**config.mk**
```make
export PLATFORM = sky130hd
export DESIGN_NAME = bram_write_arbiter
export DESIGN_NICKNAME = d
export VERILOG_FILES = /design/src/rtl/bram_arb_pkg.sv /design/src/rtl/bram_arb_sel.sv /design/src/rtl/bram_write_arbiter.sv
export SDC_FILE = /design/constraint.sdc
export NUM_CORES = 1
export LEC_CHECK = 0
export ABC_AREA = 1
export BUFFER_PORTS_ARGS = -buffer_cell sky130_fd_sc_hd__buf_2
export CORE_ASPECT_RATIO = 1.5
export CORE_MARGIN = 3
export CORE_UTILIZATION = 46
export DETAILED_ROUTE_END_ITERATION = 6
export PLACE_DENSITY = 0.8
export SKIP_CTS_REPAIR_TIMING = 1
export SLEW_MARGIN = 20
export SYNTH_ARGS = -nofsm -noshare
export SYNTH_HDL_FRONTEND = slang
export SYNTH_HIERARCHICAL = 1
export SYNTH_SLANG_ARGS = --single-unit
```
**constraint.sdc**
```tcl
create_clock -name aclk -period 2.3 [get_ports aclk]
set_input_delay 0.345 -clock aclk [delete_from_list [all_inputs] [get_ports aclk]]
set_output_delay 0.345 -clock aclk [all_outputs]
set_load 0.03 [all_outputs]
```
**src/rtl/bram_arb_pkg.sv**
```systemverilog
// rtl/bram_arb_pkg.sv - shared types and constants for the BRAM write arbiter
package bram_arb_pkg;

    typedef enum logic [1:0] {
        IDLE  = 2'd0,
        GNT_A = 2'd1,
        GNT_B = 2'd2
    } arb_state_t;

    localparam logic OWN_A = 1'b0;
    localparam logic OWN_B = 1'b1;

    localparam int BCNT_W = 8;

endpackage

```
**src/rtl/bram_arb_sel.sv**
```systemverilog
// rtl/bram_arb_sel.sv - round-robin owner select with bounded burst hold
// Ports: aclk, aresetn (async active-low); a_valid, b_valid in;
//        owner (OWN_A/OWN_B), en (a beat is granted this cycle), busy (registered, state != IDLE) out.
module bram_arb_sel
    import bram_arb_pkg::*;
#(
    parameter int MAX_BURST = 4
) (
    input  logic aclk,
    input  logic aresetn,
    input  logic a_valid,
    input  logic b_valid,
    output logic owner,
    output logic en,
    output logic busy
);

    localparam logic [BCNT_W-1:0] MAX_B = BCNT_W'(MAX_BURST);

    arb_state_t        state, state_nxt;
    logic [BCNT_W-1:0] bcnt, bcnt_nxt;
    logic              last, last_nxt;
    logic              cur, cur_v, oth_v, hold, grant;

    always_comb begin
        owner     = last;
        grant     = 1'b0;
        hold      = 1'b0;
        cur       = OWN_A;
        cur_v     = 1'b0;
        oth_v     = 1'b0;
        state_nxt = IDLE;
        bcnt_nxt  = '0;
        last_nxt  = last;

        case (state)
            IDLE: begin
                if (a_valid && b_valid) begin
                    grant = 1'b1;
                    owner = ~last;
                end else if (a_valid || b_valid) begin
                    grant = 1'b1;
                    owner = b_valid ? OWN_B : OWN_A;
                end
            end
            GNT_A, GNT_B: begin
                cur   = (state == GNT_B) ? OWN_B : OWN_A;
                cur_v = (cur == OWN_B) ? b_valid : a_valid;
                oth_v = (cur == OWN_B) ? a_valid : b_valid;
                if (cur_v && (!oth_v || bcnt < MAX_B)) begin
                    grant = 1'b1;
                    hold  = 1'b1;
                    owner = cur;
                end else if (oth_v) begin
                    grant = 1'b1;
                    owner = ~cur;
                end
            end
            default: ;
        endcase

        if (grant) begin
            state_nxt = (owner == OWN_B) ? GNT_B : GNT_A;
            last_nxt  = owner;
            // Held grants count up and saturate; a new or switched grant restarts at 1.
            if (!hold)
                bcnt_nxt = BCNT_W'(1);
            else if (bcnt < MAX_B)
                bcnt_nxt = bcnt + BCNT_W'(1);
            else
                bcnt_nxt = bcnt;
        end

        // No beat may be granted while reset is asserted.
        en = grant & aresetn;
    end

    always_ff @(posedge aclk or negedge aresetn) begin
        if (!aresetn) begin
            state <= IDLE;
            bcnt  <= '0;
            last  <= OWN_B;
            busy  <= 1'b0;
        end else begin
            state <= state_nxt;
            bcnt  <= bcnt_nxt;
            last  <= last_nxt;
            busy  <= (state_nxt != IDLE);
        end
    end

endmodule

```
**src/rtl/bram_write_arbiter.sv**
```systemverilog
// rtl/bram_write_arbiter.sv - two-requester write arbiter driving BRAM port A from registered outputs
// Ports: aclk, aresetn (async active-low); s_a_*/s_b_* addr/wdata/wstrb/valid in, ready out;
//        bram_porta_clk/rst/addr/wdata/we out; busy out.
// Optional macro BRAM_WRITE_ARBITER_CNT_EN adds cnt_a/cnt_b accepted-beat counters.
module bram_write_arbiter
    import bram_arb_pkg::*;
#(
    parameter int BRAM_DATA_WIDTH = 32,
    parameter int BRAM_ADDR_WIDTH = 10,
    parameter int MAX_BURST       = 4
) (
    input  logic                         aclk,
    input  logic                         aresetn,
    input  logic [BRAM_ADDR_WIDTH-1:0]   s_a_addr,
    input  logic [BRAM_DATA_WIDTH-1:0]   s_a_wdata,
    input  logic [BRAM_DATA_WIDTH/8-1:0] s_a_wstrb,
    input  logic                         s_a_valid,
    output logic                         s_a_ready,
    input  logic [BRAM_ADDR_WIDTH-1:0]   s_b_addr,
    input  logic [BRAM_DATA_WIDTH-1:0]   s_b_wdata,
    input  logic [BRAM_DATA_WIDTH/8-1:0] s_b_wstrb,
    input  logic                         s_b_valid,
    output logic                         s_b_ready,
    output logic                         bram_porta_clk,
    output logic                         bram_porta_rst,
    output logic [BRAM_ADDR_WIDTH-1:0]   bram_porta_addr,
    output logic [BRAM_DATA_WIDTH-1:0]   bram_porta_wdata,
    output logic [BRAM_DATA_WIDTH/8-1:0] bram_porta_we,
    output logic                         busy
`ifdef BRAM_WRITE_ARBITER_CNT_EN
    ,
    output logic [31:0]                  cnt_a,
    output logic [31:0]                  cnt_b
`endif
);

    logic owner;
    logic en;

    bram_arb_sel #(
        .MAX_BURST(MAX_BURST)
    ) u_sel (
        .aclk    (aclk),
        .aresetn (aresetn),
        .a_valid (s_a_valid),
        .b_valid (s_b_valid),
        .owner   (owner),
        .en      (en),
        .busy    (busy)
    );

    assign s_a_ready      = en & (owner == OWN_A) & s_a_valid;
    assign s_b_ready      = en & (owner == OWN_B) & s_b_valid;
    assign bram_porta_clk = aclk;
    assign bram_porta_rst = ~aresetn;

    always_ff @(posedge aclk or negedge aresetn) begin
        if (!aresetn) begin
            bram_porta_addr  <= '0;
            bram_porta_wdata <= '0;
            bram_porta_we    <= '0;
        end else if (en) begin
            bram_porta_addr  <= (owner == OWN_B) ? s_b_addr  : s_a_addr;
            bram_porta_wdata <= (owner == OWN_B) ? s_b_wdata : s_a_wdata;
            bram_porta_we    <= (owner == OWN_B) ? s_b_wstrb : s_a_wstrb;
        end else begin
            bram_porta_we    <= '0;
        end
    end

`ifdef BRAM_WRITE_ARBITER_CNT_EN
    logic [31:0] cnt_a_r, cnt_b_r;

    always_ff @(posedge aclk or negedge aresetn) begin
        if (!aresetn) begin
            cnt_a_r <= '0;
            cnt_b_r <= '0;
        end else begin
            if (s_a_ready) cnt_a_r <= cnt_a_r + 32'd1;
            if (s_b_ready) cnt_b_r <= cnt_b_r + 32'd1;
        end
    end

    assign cnt_a = cnt_a_r;
    assign cnt_b = cnt_b_r;
`endif

endmodule

```
==> metrics.yaml <==
min_path_type: "in -> reg"
dr_wl_met2_um: 4568
violations: "negative setup slack"
p_leak_nw: 2.194
final_area_um2: 4039
wl_met3_um: 429
core.rowCount: 35
syn2layout_area_growth_pct: 36.66
wl_per_cell_um: 14.48
drc: 0
ios: 147
layout_common_cells: "buf_2, nand3_1, nand2_1"
syn_avg_cell_area_um2: 8.667
min_to: "bram_porta_we[3]"
nets: 592
clk_latency_ps: 430
grt_use_total: 0.2262
r2r_setup_slack_ps: 190
fin_skew_ps: 9.225
worst_pin_slew_ps: 461.0
crit_chain: "inv_1, ha_4, nor2_1, nor3_4, inv_2, nor2_4, nand2_2, nor2_2, buf_6"
port_buffers: 146
slew_violations: 0
m1WireLength_um: 3026
dp_slack_ps: 211.3
max_slew_margin: 0.6927
ys_types: 30
ys_seq_area_frac: 0.4915
critPathMaxFanout: 3
die_h_um: 104.2
core_area_um2: 6175
rsz0062_at_grt: "true"
wl_um: 8253
antenna_cells: 0
powerDensity_nw_per_um2: 1556
viasPerCell: 5.184
yosysWarnings: 6
overflow: 0
grt_pass1_vias: 2966
grt_first_pass_wirelength_um: 13320
dieArea_um2: 7442
cp.required_ps: 1960
synth_nets: 441
placed_area_um2: 3685
fp.dieW_um: 71.45
antenna_found_initial: 0
hold_viol: 0
worst-setup-path-type: "reg -> out"
arrival_ps: 2020
cp_slowest_stage_delay_ps: 420
clock.fmax_ghz: 0.4229
ir_drop_mv: 1.534
drv_cap: 0
hp-start: "s_a_wstrb[3]"
r2r-start: "u_sel/state[1]"
start_kind: "flop"
ant_nets: 0
ys_ff_latch: 58
grt_max_degree: 49
slowest_stage: "dfrtp_1"
cp-end-kind: "output port"
clkTransAtPathRegs_ps: 60
layout_setup_ws_ps: -64.85
final_common_cell: "buf_2"
synth_area_um2: 2955
fin_crit_sh: 1.028
dr_total_vias: 2955
nFillCells: 522
status: "finished with violations"
maxUsedRoutingLayer: "met4"
reg2reg_depth: 10
start_util: 0.4786
first_iter_violations: 162
dp_hpwl_um: 6094
gp_congestion: 0.8050
rr_endpoint: "bram_porta_wdata[13]"
firstDrtPassIters: 4
setup_viol: 2
drive_gt1_frac: 0.4294
syn_inst: 341
cts_tree: "built"
holdPathStages: 3
period_needed_ps: 2365
worst max-delay path by stage:
stage	start	to	slack [ps]	cells past startpoint
6_report	u_sel/state[1]	s_b_ready	-60	9
5_1_grt	u_sel/state[1]	s_b_ready	-170	9
4_1_cts	u_sel/state[0]	s_b_ready	-250	13
3_5_place_dp	u_sel/state[0]	bram_porta_addr[5]	210	13
3_3_place_gp	u_sel/state[0]	s_b_ready	280	13
2_1_floorplan	u_sel/state[1]	s_b_ready	50	10
layout make-up:
cell class,count,area [µm²],share of cell area
Inverter,27,101.3,0.02509
Sequential cell,58,1453,0.3597
Clock buffer,15,187.7,0.04647
Multi-Input combinational cell,232,1275,0.3157
Tap cell,74,92.59,0.02292
Timing Repair Buffer,160,853.3,0.2113
Clock inverter,4,76.32,0.01890
power breakdown:
part           switching (mW)  internal [mW]
Clock                   0.445          0.758
Sequential              0.226           1.47
Combinational            2.36           1.03
flip-flops by register name (all words and copies together) (netlist names):
register / flops
bram_porta_we: 4
u_sel/state: 2
bram_porta_wdata: 32
u_sel/busy: 1
bram_porta_addr: 10
u_sel/last: 1
u_sel/bcnt: 8
kinds of logic (layout without fill, tap and decap cells):
group,Yosys count,count (layout),synth area share
xor+xnor,1,1,0.002964
flops,58,58,0.4915
buf+inv,51,206,0.09484
fa+ha+maj,4,4,0.01694
compound gates,7,7,0.02033
simple gates,220,220,0.3734
synthesized netlist by cell type:
| library cell | instances | area share |
|---|---|---|
| nor2_8 | 1 | 0.0068 |
| or2_2 | 1 | 0.0021 |
| nand2_2 | 3 | 0.0064 |
| o21ai_4 | 1 | 0.0055 |
| a21oi_1 | 1 | 0.0017 |
| inv_1 | 24 | 0.030 |
| dfstp_2 | 1 | 0.0089 |
| nor2_4 | 1 | 0.0038 |
| nand3_1 | 127 | 0.22 |
| a31oi_1 | 1 | 0.0021 |
| nand3_2 | 2 | 0.0068 |
| inv_2 | 3 | 0.0038 |
| buf_2 | 8 | 0.014 |
| o211ai_1 | 1 | 0.0025 |
| and3_1 | 1 | 0.0021 |
| nand2_1 | 65 | 0.083 |
| a22oi_1 | 1 | 0.0025 |
| ha_1 | 4 | 0.017 |
| buf_6 | 5 | 0.019 |
| nor2_1 | 8 | 0.010 |
| nand3_4 | 2 | 0.012 |
| nand4_1 | 1 | 0.0021 |
| a21oi_2 | 1 | 0.0030 |
| nor2_2 | 5 | 0.011 |
| o21ai_2 | 1 | 0.0030 |
| dfrtp_1 | 57 | 0.48 |
| buf_4 | 11 | 0.028 |
| nand2_4 | 2 | 0.0076 |
| xor2_1 | 1 | 0.0030 |
| nor3_4 | 1 | 0.0055 |
stage by stage:
stage | util | setup TNS (ps) | hold WS, ps | std cells | total power [mW]
2_1_floorplan | - | 0 | 49.41 | 341 | 4.218
3_3_place_gp | 0.5968 | 0 | 374.9 | 547 | 4.931
3_5_place_dp | 0.5968 | 0 | 377.9 | 547 | 5.023
4_1_cts | 0.6387 | -479.0 | -87.61 | 565 | 6.198
5_1_grt | 0.6541 | -310.3 | 109.8 | 570 | 6.733
6_report | 0.6541 | -98.92 | 115.5 | 570 | 6.285
metal layers:
metal  track usage  vias up
li1              -     1428
met1        0.2530     1407
met2        0.3901      100
met3       0.05996       20
met4        0.1062        0
met5             0        -
worst max-delay path: cells and delay by family (launching register included):
kind | cells | cell delay [ps]
buffers and inverters | 3 | 320
AND/OR/NAND/NOR | 5 | 560
adder cells (fa/ha/maj) | 1 | 290
flip-flops | 1 | 420
Note: power is estimated with default switching activity, not from simulation.
